<file path="config.mk">
export PLATFORM = sky130hd
export DESIGN_NAME = gw_pll_dyn_ctrl
export DESIGN_NICKNAME = d
export VERILOG_FILES = /design/src/rtl/gw_pll_ctrl_pkg.sv /design/src/rtl/gw_sync2.sv /design/src/rtl/gw_pll_dyn_ctrl.sv
export SDC_FILE = /design/constraint.sdc
export NUM_CORES = 1
export LEC_CHECK = 0
export ABC_AREA = 0
export CORE_ASPECT_RATIO = 0.7
export CORE_MARGIN = 2
export CORE_UTILIZATION = 51
export DETAILED_ROUTE_END_ITERATION = 6
export GPL_TIMING_DRIVEN = 0
export PLACE_DENSITY_LB_ADDON = 0.12
export SKIP_LAST_GASP = 1
export SYNTH_ARGS = -nofsm -noshare
export SYNTH_HDL_FRONTEND = slang
export SYNTH_SLANG_ARGS = --single-unit
</file>
<file path="constraint.sdc">
create_clock -name clkin -period 2.67 [get_ports clkin]
set_input_delay 0.534 -clock clkin [delete_from_list [all_inputs] [get_ports clkin]]
set_output_delay 0.534 -clock clkin [all_outputs]
set_load 0.05 [all_outputs]
</file>
<file path="src/rtl/gw_pll_ctrl_pkg.sv">
`default_nettype none
// ============================================================================
// Module  : gw_pll_ctrl_pkg
// Brief   : Shared types and constants for the GW2A rPLL dynamic controller.
// Revision: 1.0
// ============================================================================
package gw_pll_ctrl_pkg;

    localparam int DSEL_W     = 6;
    localparam int LOSS_CNT_W = 8;

    typedef enum logic [2:0] {
        PLL_RST   = 3'd0,
        WAIT_LOCK = 3'd1,
        STABLE    = 3'd2,
        RUN       = 3'd3,
        ERROR     = 3'd4
    } state_t;

    function automatic int max3(input int a, input int b, input int c);
        int m;
        m = (a > b) ? a : b;
        return (m > c) ? m : c;
    endfunction

endpackage
`default_nettype wire

</file>
<file path="src/rtl/gw_sync2.sv">
`default_nettype none
// ============================================================================
// Module  : gw_sync2
// Brief   : Two-flop synchroniser for a single asynchronous level.
// Revision: 1.0
// ============================================================================
module gw_sync2 #(
    parameter logic RESET_VAL = 1'b0
) (
    input  logic clk,
    input  logic rst_n,
    input  logic i_d,
    output logic o_q
);

    logic r_meta;
    logic r_sync;

    always_ff @(posedge clk) begin
        if (!rst_n) begin
            r_meta <= RESET_VAL;
            r_sync <= RESET_VAL;
        end else begin
            r_meta <= i_d;
            r_sync <= r_meta;
        end
    end

    assign o_q = r_sync;

endmodule
`default_nettype wire

</file>
<file path="src/rtl/gw_pll_dyn_ctrl.sv">
`default_nettype none
// ============================================================================
// Module  : gw_pll_dyn_ctrl
// Brief   : rPLL divider reconfiguration, lock supervision and retry control.
// Revision: 1.0
// ============================================================================
module gw_pll_dyn_ctrl
    import gw_pll_ctrl_pkg::*;
#(
    parameter int                RST_CYCLES   = 16,
    parameter int                LOCK_STABLE  = 1024,
    parameter int                LOCK_TIMEOUT = 65536,
    parameter int                MAX_RETRY    = 3,
    parameter logic [DSEL_W-1:0] DEF_IDSEL    = 6'd0,
    parameter logic [DSEL_W-1:0] DEF_FBDSEL   = 6'd1,
    parameter logic [DSEL_W-1:0] DEF_ODSEL    = 6'd8
) (
    input  logic                  clkin,
    input  logic                  rst_n,
    input  logic                  cfg_valid,
    output logic                  cfg_ready,
    input  logic [DSEL_W-1:0]     cfg_idsel,
    input  logic [DSEL_W-1:0]     cfg_fbdsel,
    input  logic [DSEL_W-1:0]     cfg_odsel,
    input  logic                  pll_lock,
    output logic                  pll_reset,
    output logic [DSEL_W-1:0]     pll_idsel,
    output logic [DSEL_W-1:0]     pll_fbdsel,
    output logic [DSEL_W-1:0]     pll_odsel,
    output logic                  locked,
    output logic                  user_rst_n,
    output logic                  err,
    output logic [LOSS_CNT_W-1:0] lock_loss_cnt
);

    localparam int CNT_W   = $clog2(max3(RST_CYCLES, LOCK_STABLE, LOCK_TIMEOUT)) + 1;
    localparam int RETRY_W = $clog2(MAX_RETRY) + 1;

    localparam logic [CNT_W-1:0]   c_RST_LAST  = CNT_W'(RST_CYCLES - 1);
    localparam logic [CNT_W-1:0]   c_STB_LAST  = CNT_W'(LOCK_STABLE - 1);
    localparam logic [CNT_W-1:0]   c_TO_LAST   = CNT_W'(LOCK_TIMEOUT - 1);
    localparam logic [RETRY_W-1:0] c_RETRY_MAX = RETRY_W'(MAX_RETRY);

    state_t                  r_state,     w_state_nxt;
    logic [CNT_W-1:0]        r_cnt,       w_cnt_nxt;
    logic [RETRY_W-1:0]      r_retry,     w_retry_nxt;
    logic                    r_pll_reset, w_pll_reset_nxt;
    logic [DSEL_W-1:0]       r_idsel,     w_idsel_nxt;
    logic [DSEL_W-1:0]       r_fbdsel,    w_fbdsel_nxt;
    logic [DSEL_W-1:0]       r_odsel,     w_odsel_nxt;
    logic                    r_locked,    w_locked_nxt;
    logic                    r_user_rst_n;
    logic                    r_err,       w_err_nxt;
    logic                    r_cfg_ready, w_cfg_ready_nxt;
    logic [LOSS_CNT_W-1:0]   r_loss,      w_loss_nxt;
    logic                    w_lock_s;
    logic                    w_xfer;
    logic [RETRY_W-1:0]      w_retry_inc;

    gw_sync2 #(
        .RESET_VAL (1'b0)
    ) u_lock_sync (
        .clk   (clkin),
        .rst_n (rst_n),
        .i_d   (pll_lock),
        .o_q   (w_lock_s)
    );

    assign w_xfer      = cfg_valid && r_cfg_ready;
    assign w_retry_inc = r_retry + RETRY_W'(1);

    always_comb begin
        w_state_nxt     = r_state;
        w_cnt_nxt       = r_cnt;
        w_retry_nxt     = r_retry;
        w_pll_reset_nxt = r_pll_reset;
        w_idsel_nxt     = r_idsel;
        w_fbdsel_nxt    = r_fbdsel;
        w_odsel_nxt     = r_odsel;
        w_locked_nxt    = r_locked;
        w_err_nxt       = r_err;
        w_loss_nxt      = r_loss;

        case (r_state)
            PLL_RST: begin
                w_pll_reset_nxt = 1'b1;
                if (r_cnt == c_RST_LAST) begin
                    w_state_nxt     = WAIT_LOCK;
                    w_cnt_nxt       = '0;
                    w_pll_reset_nxt = 1'b0;
                end else begin
                    w_cnt_nxt = r_cnt + CNT_W'(1);
                end
            end
            WAIT_LOCK: begin
                if (w_lock_s) begin
                    w_state_nxt = STABLE;
                    w_cnt_nxt   = '0;
                end else if (r_cnt == c_TO_LAST) begin
                    w_retry_nxt     = w_retry_inc;
                    w_cnt_nxt       = '0;
                    w_pll_reset_nxt = 1'b1;
                    if (w_retry_inc == c_RETRY_MAX) begin
                        w_state_nxt = ERROR;
                        w_err_nxt   = 1'b1;
                    end else begin
                        w_state_nxt = PLL_RST;
                    end
                end else begin
                    w_cnt_nxt = r_cnt + CNT_W'(1);
                end
            end
            STABLE: begin
                if (!w_lock_s) begin
                    w_state_nxt = WAIT_LOCK;
                    w_cnt_nxt   = '0;
                end else if (r_cnt == c_STB_LAST) begin
                    w_state_nxt  = RUN;
                    w_cnt_nxt    = '0;
                    w_locked_nxt = 1'b1;
                end else begin
                    w_cnt_nxt = r_cnt + CNT_W'(1);
                end
            end
            RUN: begin
                if (!w_lock_s) begin
                    w_state_nxt     = PLL_RST;
                    w_cnt_nxt       = '0;
                    w_retry_nxt     = '0;
                    w_pll_reset_nxt = 1'b1;
                    w_locked_nxt    = 1'b0;
                    if (r_loss != '1)
                        w_loss_nxt = r_loss + LOSS_CNT_W'(1);
                end
            end
            ERROR: begin
                w_err_nxt       = 1'b1;
                w_pll_reset_nxt = 1'b1;
                w_locked_nxt    = 1'b0;
            end
            default: begin
                w_state_nxt     = PLL_RST;
                w_cnt_nxt       = '0;
                w_pll_reset_nxt = 1'b1;
                w_locked_nxt    = 1'b0;
            end
        endcase

        // An accepted configuration overrides the state's own transition, but
        // a simultaneous lock loss has already been counted above.
        if (w_xfer) begin
            w_state_nxt     = PLL_RST;
            w_cnt_nxt       = '0;
            w_retry_nxt     = '0;
            w_pll_reset_nxt = 1'b1;
            w_idsel_nxt     = cfg_idsel;
            w_fbdsel_nxt    = cfg_fbdsel;
            w_odsel_nxt     = cfg_odsel;
            w_locked_nxt    = 1'b0;
            w_err_nxt       = 1'b0;
        end

        w_cfg_ready_nxt = (w_state_nxt == RUN) || (w_state_nxt == ERROR);
    end

    always_ff @(posedge clkin) begin
        if (!rst_n) begin
            r_state      <= PLL_RST;
            r_cnt        <= '0;
            r_retry      <= '0;
            r_pll_reset  <= 1'b1;
            r_idsel      <= DEF_IDSEL;
            r_fbdsel     <= DEF_FBDSEL;
            r_odsel      <= DEF_ODSEL;
            r_locked     <= 1'b0;
            r_user_rst_n <= 1'b0;
            r_err        <= 1'b0;
            r_cfg_ready  <= 1'b0;
            r_loss       <= '0;
        end else begin
            r_state      <= w_state_nxt;
            r_cnt        <= w_cnt_nxt;
            r_retry      <= w_retry_nxt;
            r_pll_reset  <= w_pll_reset_nxt;
            r_idsel      <= w_idsel_nxt;
            r_fbdsel     <= w_fbdsel_nxt;
            r_odsel      <= w_odsel_nxt;
            r_locked     <= w_locked_nxt;
            r_user_rst_n <= w_locked_nxt;
            r_err        <= w_err_nxt;
            r_cfg_ready  <= w_cfg_ready_nxt;
            r_loss       <= w_loss_nxt;
        end
    end

    assign cfg_ready     = r_cfg_ready;
    assign pll_reset     = r_pll_reset;
    assign pll_idsel     = r_idsel;
    assign pll_fbdsel    = r_fbdsel;
    assign pll_odsel     = r_odsel;
    assign locked        = r_locked;
    assign user_rst_n    = r_user_rst_n;
    assign err           = r_err;
    assign lock_loss_cnt = r_loss;

endmodule
`default_nettype wire
</file>
# Word level (Yosys, flattened, before mapping)
# Index checks and enable logic that the tools add are counted.
[word_totals]
register_bits = 55
latch_bits = 0
mem_bits_rw = 0
mem_bits_ro = 0
inputBits = 22
output_inout_bits = 31
wordCells = 84
mem_count = 0
[classes]
add_sub_neg = 3
n_mul = 0
div_mod_pow = 0
n_lt_le_gt_ge = 0
n_eq_ne = 17
shifts = 0
n_mux = 33
bitwise = 5
n_reduce_logical = 13
[op_table]
columns = ["op", "n"]
rows = [
  ["17-bit two-way mux", 6],
  ["17-bit case mux with 5 select lines", 1],
  ["3-bit two-way mux", 11],
  ["17-bit by 1-bit adder with 17-bit output (second input constant)", 1],
  ["17-bit by 10-bit equality test with 1-bit output (second input constant)", 1],
  ["17-bit by 16-bit equality test with 1-bit output (second input constant)", 1],
  ["17-bit by 4-bit equality test with 1-bit output (second input constant)", 1],
  ["4-bit AND reduction", 4],
  ["3-bit case mux with 5 select lines", 1],
  ["3-bit by 2-bit equality test with 1-bit output (second input constant)", 4],
  ["1-bit two-way mux", 10],
  ["2-bit inequality test (second input constant)", 5],
  ["8-bit by 1-bit adder with 8-bit output (second input constant)", 1],
  ["8-bit inequality test (second input constant)", 1],
  ["3-bit equality test (second input constant)", 2],
  ["3-bit case mux with 2 select lines", 1],
  ["1-bit inverter", 5],
  ["1-bit case mux with 4 select lines", 1],
  ["2-bit nonzero test", 2],
  ["2-bit OR reduction", 2],
  ["3-bit by 1-bit adder with 3-bit output (second input constant)", 1],
  ["3-bit by 1-bit equality test with 1-bit output (second input constant)", 1],
  ["3-bit zero test", 1],
  ["1-bit case mux with 3 select lines", 1],
  ["other kinds (6)", 6],
]

# Logic depth before layout (Yosys ltp)
[depth]
depth_word = 9
mapped_depth = 12
ltp_nobuf = 11

# Hierarchy
# A second synthesis with hierarchy kept.
[hier_totals]
cells_unflattened = 299
hier_area_um2 = 2553.7
[by_module_without_submodules]
columns = ["module", "n_inst", "cells_per_inst", "area_per_inst_um2", "seq_area_each_um2"]
rows = [
  ["gw_pll_dyn_ctrl", 1, 295, 2501.1, 1061.0],
  ["gw_sync2", 1, 4, 52.6, 40.0],
]

# Worst setup path after synthesis
# OpenSTA, ideal clock, no wires.
[synth_timing]
path_type = "flip-flop to flip-flop"
start = "reg r_cnt[0]"
end = "reg r_cnt[13]"
setup_time_ps = 122
arrival_time_ps = 2193
required_ps = 2548
setup_slack_ps = 355
stages_incl_launch_ff = 12
n_path_buf = 1
period_less_slack_ps = 2315
cell_sequence = "dfxtp_1 -> ha_1 -> nand3_1 -> nor2_1 -> and4_2 -> and3_1 -> ha_1 -> nor2_1 -> nand2_1 -> a31oi_4 -> buf_6 -> a221o_1"
[synth_via]
elab_chain_len = 4
word_cells_on_any_way = 10
classes_between = "add/sub (1); eq/ne (3); mux (6)"
[synth_rtl]
columns = ["element", "line_no", "source"]
rows = [
  ["from (decl)", "gw_pll_dyn_ctrl.sv:45", "logic [CNT_W-1:0] r_cnt, w_cnt_nxt;"],
  ["from (signal assigned)", "gw_pll_dyn_ctrl.sv:182", "r_cnt <= w_cnt_nxt;"],
  ["17-bit by 1-bit adder with 17-bit output (tied with other cells)", "gw_pll_dyn_ctrl.sv:92, gw_pll_dyn_ctrl.sv:110, gw_pll_dyn_ctrl.sv:122", ""],
  ["17-bit two-way mux, on equally long branches", "gw_pll_dyn_ctrl.sv:117, gw_pll_dyn_ctrl.sv:99", ""],
  ["17-bit two-way mux, on equally long branches", "gw_pll_dyn_ctrl.sv:114, gw_pll_dyn_ctrl.sv:96", ""],
  ["17-bit case mux with 5 select lines (*)", "gw_pll_dyn_ctrl.sv:84", "case (r_state)"],
]
# Mark *: on every way between the ends. The rest lies on a longest branch, timed or not.
# A chain may end at the register's enable or synchronous reset.

# Worst setup path in the final report
[layout_timing]
start = "reg r_cnt[6]"
end = "reg r_cnt[13]"
# The elaborated chain is that of the path after synthesis.

==> impl_summary.md <==
Floorplanning
The placement row count is 21. In this run the vertical extent of the chip is 63.6 um. For this design the top-level I/O count stands at 53.

The die width is 89.2 um. The initial core utilization is 53.6%. The die covers 5670 um2. After floorplanning, the core was sized to cover 4830 um2.

STA
The pin slew with the least headroom to its limit is 0.602 ns. The number of pins with negative max-slew slack in the final report was 0. For the final database, setup skew stands at 0.0109 ns. Dividing the final minimum period by the clock period gives 94.9%. The achievable frequency is 395 MHz. The number of hold violations in the final report is 0.

The worst slack on hold paths is 0.447 ns. Setup violations remaining at the end of the flow were counted as 0. In this run the tightest slew margin relative to its limit is 59.5%. The post-route worst setup slack is 0.137 ns.

Setup repair after global routing left no endpoint under its margin. The final critical path time including I/O delays and setup is 2.53 ns.

Synthesis
Yosys mapped a number of flops with a built-in enable equal to 0. The number of different library cells in the post-synthesis netlist is 51. The area of the mapped netlist is 2590 um2. The instance count of the mapped netlist is 299. The post-synthesis net count is 327. Yosys attributes the largest share of cell area to sky130_fd_sc_hd__dfxtp_1 43%, sky130_fd_sc_hd__nand2_1 8.0%, sky130_fd_sc_hd__a21boi_0 4.6%, sky130_fd_sc_hd__nor2_1 3.3%, sky130_fd_sc_hd__ha_1 2.9%. After synthesis, the mean cell area works out to 8.66 um2. The number of synthesis warnings is 0. In the synthesized netlist the dominant register cell turns out to be sky130_fd_sc_hd__dfxtp_1.

The fraction of synthesis flops using an asynchronous set or reset pin is 0%. The synthesized design devotes to its leading area cell type 42.5% of total area. Sequential cells were found to cover 42.5% of the synthesized design area. The largest area contributor in the netlist is sky130_fd_sc_hd__dfxtp_1. The synthesized design contains 55 register bits.

Cells and area
After filler insertion, the fill cell instance count of the layout stands at 403. The final-stage net count is 387. The combined flip-flop and latch cell area is 1100 um2. The post-synthesis to final-layout area growth is 28.6%. The library cell used most frequently in the layout, excluding fill and tap cells, is sky130_fd_sc_hd__nand2_1.

In the layout the commonest cells are 55 x sky130_fd_sc_hd__nand2_1, 54 x sky130_fd_sc_hd__dfxtp_1, 52 x sky130_fd_sc_hd__clkdlybuf4s50_1. Summing all non-filler instances in the final layout gives an area of 3330 um2. The repair_antennas step left the layout with diodes totalling 0.

The post-route netlist has 9.44% of its cells at a drive strength greater than 1. The total area of multi-input combinational cells is 1410 um2.

Worst setup path
The worst path required time is 2.86 ns. Walking the worst path, the cells encountered are and4_1, and3_1, and4_2, and3_1, ha_1, nor2_2, nand2_1, a31oi_4, buf_6, a221o_1. The buffering stage count on the worst path with inverters included is 1. The critical register-to-register path startpoint is r_cnt[6].

By startpoint and endpoint, the worst setup path is classified as flop to flop. The cell repeated most along the worst path is sky130_fd_sc_hd__and3_1. STA classifies the critical path endpoint as a flop. In this run the critical register-to-register path is captured at r_cnt[13]. Setup slack on the worst reg-to-reg path comes out at 0.14 ns. The most critical setup path has its startpoint at r_cnt[6].

STA classifies the critical path startpoint as a flop. For this run, the slowest stage of the critical path takes 0.45 ns. The library cell contributing the largest single delay on the critical path is sky130_fd_sc_hd__dfxtp_1.

The cell family contributing the most delay on the critical path is simple AND/OR/NAND/NOR gates. The worst register-to-register path has a depth of 10. Data arrives at the worst endpoint at 2.73 ns.

Of all nets on the critical path, the largest fanout is 10.

Placed design
The congestion estimate from routability-driven global placement came to 0.806. The total of buffers placed on input and output ports is 52. The post-placement cell area is 3200 um2. Detailed placement finished with a half-perimeter wire length of 4150 um.

At the placement stage, the worst setup path has a slack of -0.0517 ns.

Power
The maximum resistive drop on vdd is 0.298 mV. Dividing total power by cell area gives a power density of 415 nW/um2. The total power of the final layout is 0.00138 W. In this run the static leakage power is 1.24 nW.

Worst hold path
The hold path endpoint is err. The depth of the worst hold-timing path is 2. The startpoint of the worst hold path is err. The worst hold-check path type is flop to flop.

CTS
No sink is reached through more buffers than the 2 on the longest clock path. The number of clock buffers added by TritonCTS is 5. The clock tree from TritonCTS is yes. At the later pin of the worst-skew pair, clock insertion delay measures 0.31 ns. For this design, the sink count on the clock tree is 55.

The H-tree generated during clock tree synthesis spans 2 levels. The clock-pin slew on the worst setup and hold paths is 0.10 ns. The cell at the root of the clock tree is sky130_fd_sc_hd__clkbuf_8.

Buffers inserted to repair hold after CTS numbered 0.

Detailed routing
The first detailed-routing pass took 4 iterations. The total number of vias is 2252. The DRC violation total after the first TritonRoute iteration is 89.

The antenna violation net count after detailed routing is 0. For this run, design rule violations remaining after detail routing come to 0. Dividing the detail-routed wire length by the instance count gives 13.1 um. The average via count per standard cell is 5.25. The wire length reported by the detailed router is 5640 um.

Global route
The number of global-route vias before repair is 2215. The number of antenna violations at the first check in global routing came to 0. The pin count of the biggest net entering global routing is 18. Global routing finished with a remaining overflow of 0. The global-route wire length before repair is 9670 um. Global routing consumed, over all layers together, 21.4% of the routing resources.

Outcome
The run finished with clean final reports.

Job
The tool flagged a number of max-cap violations equal to 0.
[layer usage]
metal	vias to the layer above	share of wire (%)	track usage, %
met4	0	1.1	5.60
met2	55	42	31.4
li1	1148	-	-
met3	7	8.1	8.52
met5	-	0	0
met1	1042	49	29.1
[cells in the mapped netlist (5+ instances only)]
cell and count:
sky130_fd_sc_hd__and3_1 9, sky130_fd_sc_hd__a21boi_0 16, sky130_fd_sc_hd__ha_1 6, sky130_fd_sc_hd__o21ai_0 9, sky130_fd_sc_hd__nand2_1 55, sky130_fd_sc_hd__a21oi_1 7
sky130_fd_sc_hd__xnor2_1 8, sky130_fd_sc_hd__nand3_1 11, sky130_fd_sc_hd__nand4_1 7, sky130_fd_sc_hd__dfxtp_1 55, sky130_fd_sc_hd__xor2_1 8, sky130_fd_sc_hd__inv_1 5
sky130_fd_sc_hd__and2_1 11, sky130_fd_sc_hd__clkbuf_1 10, sky130_fd_sc_hd__nor2_1 23, sky130_fd_sc_hd__nor3_1 6, sky130_fd_sc_hd__nor2b_1 6
[flip-flops by register name, summed over array words and instances (netlist names), 3 cells and up]
register,count
r_cnt,17
pll_odsel,6
r_state,3
pll_idsel,6
lock_loss_cnt,8
r_retry,3
pll_fbdsel,6
[tightest hold or removal path, stage by stage (launching register included)]
cell and delay [ns]:
sky130_fd_sc_hd__dfxtp_1 0.32, sky130_fd_sc_hd__inv_1 0.05, sky130_fd_sc_hd__a21oi_1 0.05
[timing repair]
item | 4_1_cts | 5_1_grt
buffers inserted | 0 | 1
hold endpoints to repair | 0 | 0
setup endpoints to repair | 8 | 22
gates resized for setup | 2 | 5
pin swaps | 0 | 2
[cell type report]
type / count / area share (%)
well taps: 69 / 2.59
flip-flops and latches: 55 / 33.1
multi-input cells: 223 / 42.4
clock inverters: 2 / 0.488
plain buffers: 16 / 2.59
repair buffers: 53 / 15.8
clock buffers: 6 / 2.48
inverters: 5 / 0.563
[metrics by stage]
stage | utilization (%) | cells | TNS, ns
finish | 68.9 | 429 | 0
global route | 68.9 | 429 | 0
CTS | 68.4 | 428 | 0
detailed placement | 66.1 | 420 | -0.0788
global placement | 66.1 | 420 | -0.00622
floorplan | - | 299 | 0
[cell families after synthesis]
group                    share of synthesized area (%)
AND/OR/NAND/NOR                                   28.8
flip-flops                                        42.5
adder cells (fa/ha/maj)                           2.90
multiplexers                                     0.386
AO/OA/AOI/OAI                                     15.9
buffers and inverters                             4.06
XOR/XNOR                                          5.41
[worst max-delay path by stage]
stage / to / slack, ns / cells past startpoint
after global routing: r_cnt[13] / 0.005 / 10
after CTS: r_cnt[13] / 0.01 / 11
final: r_cnt[13] / 0.14 / 10
after floorplan: r_cnt[13] / 0.36 / 11
after detailed placement: r_cnt[11] / -0.05 / 11
after global placement: r_cnt[11] / -0.006 / 11
[where the power goes]
| group | internal (W) | switching (W) |
|---|---|---|
| clock network | 0.000212 | 0.000272 |
| logic | 0.0000411 | 0.0000262 |
| registers | 0.000825 | 0.00000513 |
| total | 0.00108 | 0.000303 |
No activity file was read; power rests on OpenSTA's default activity.
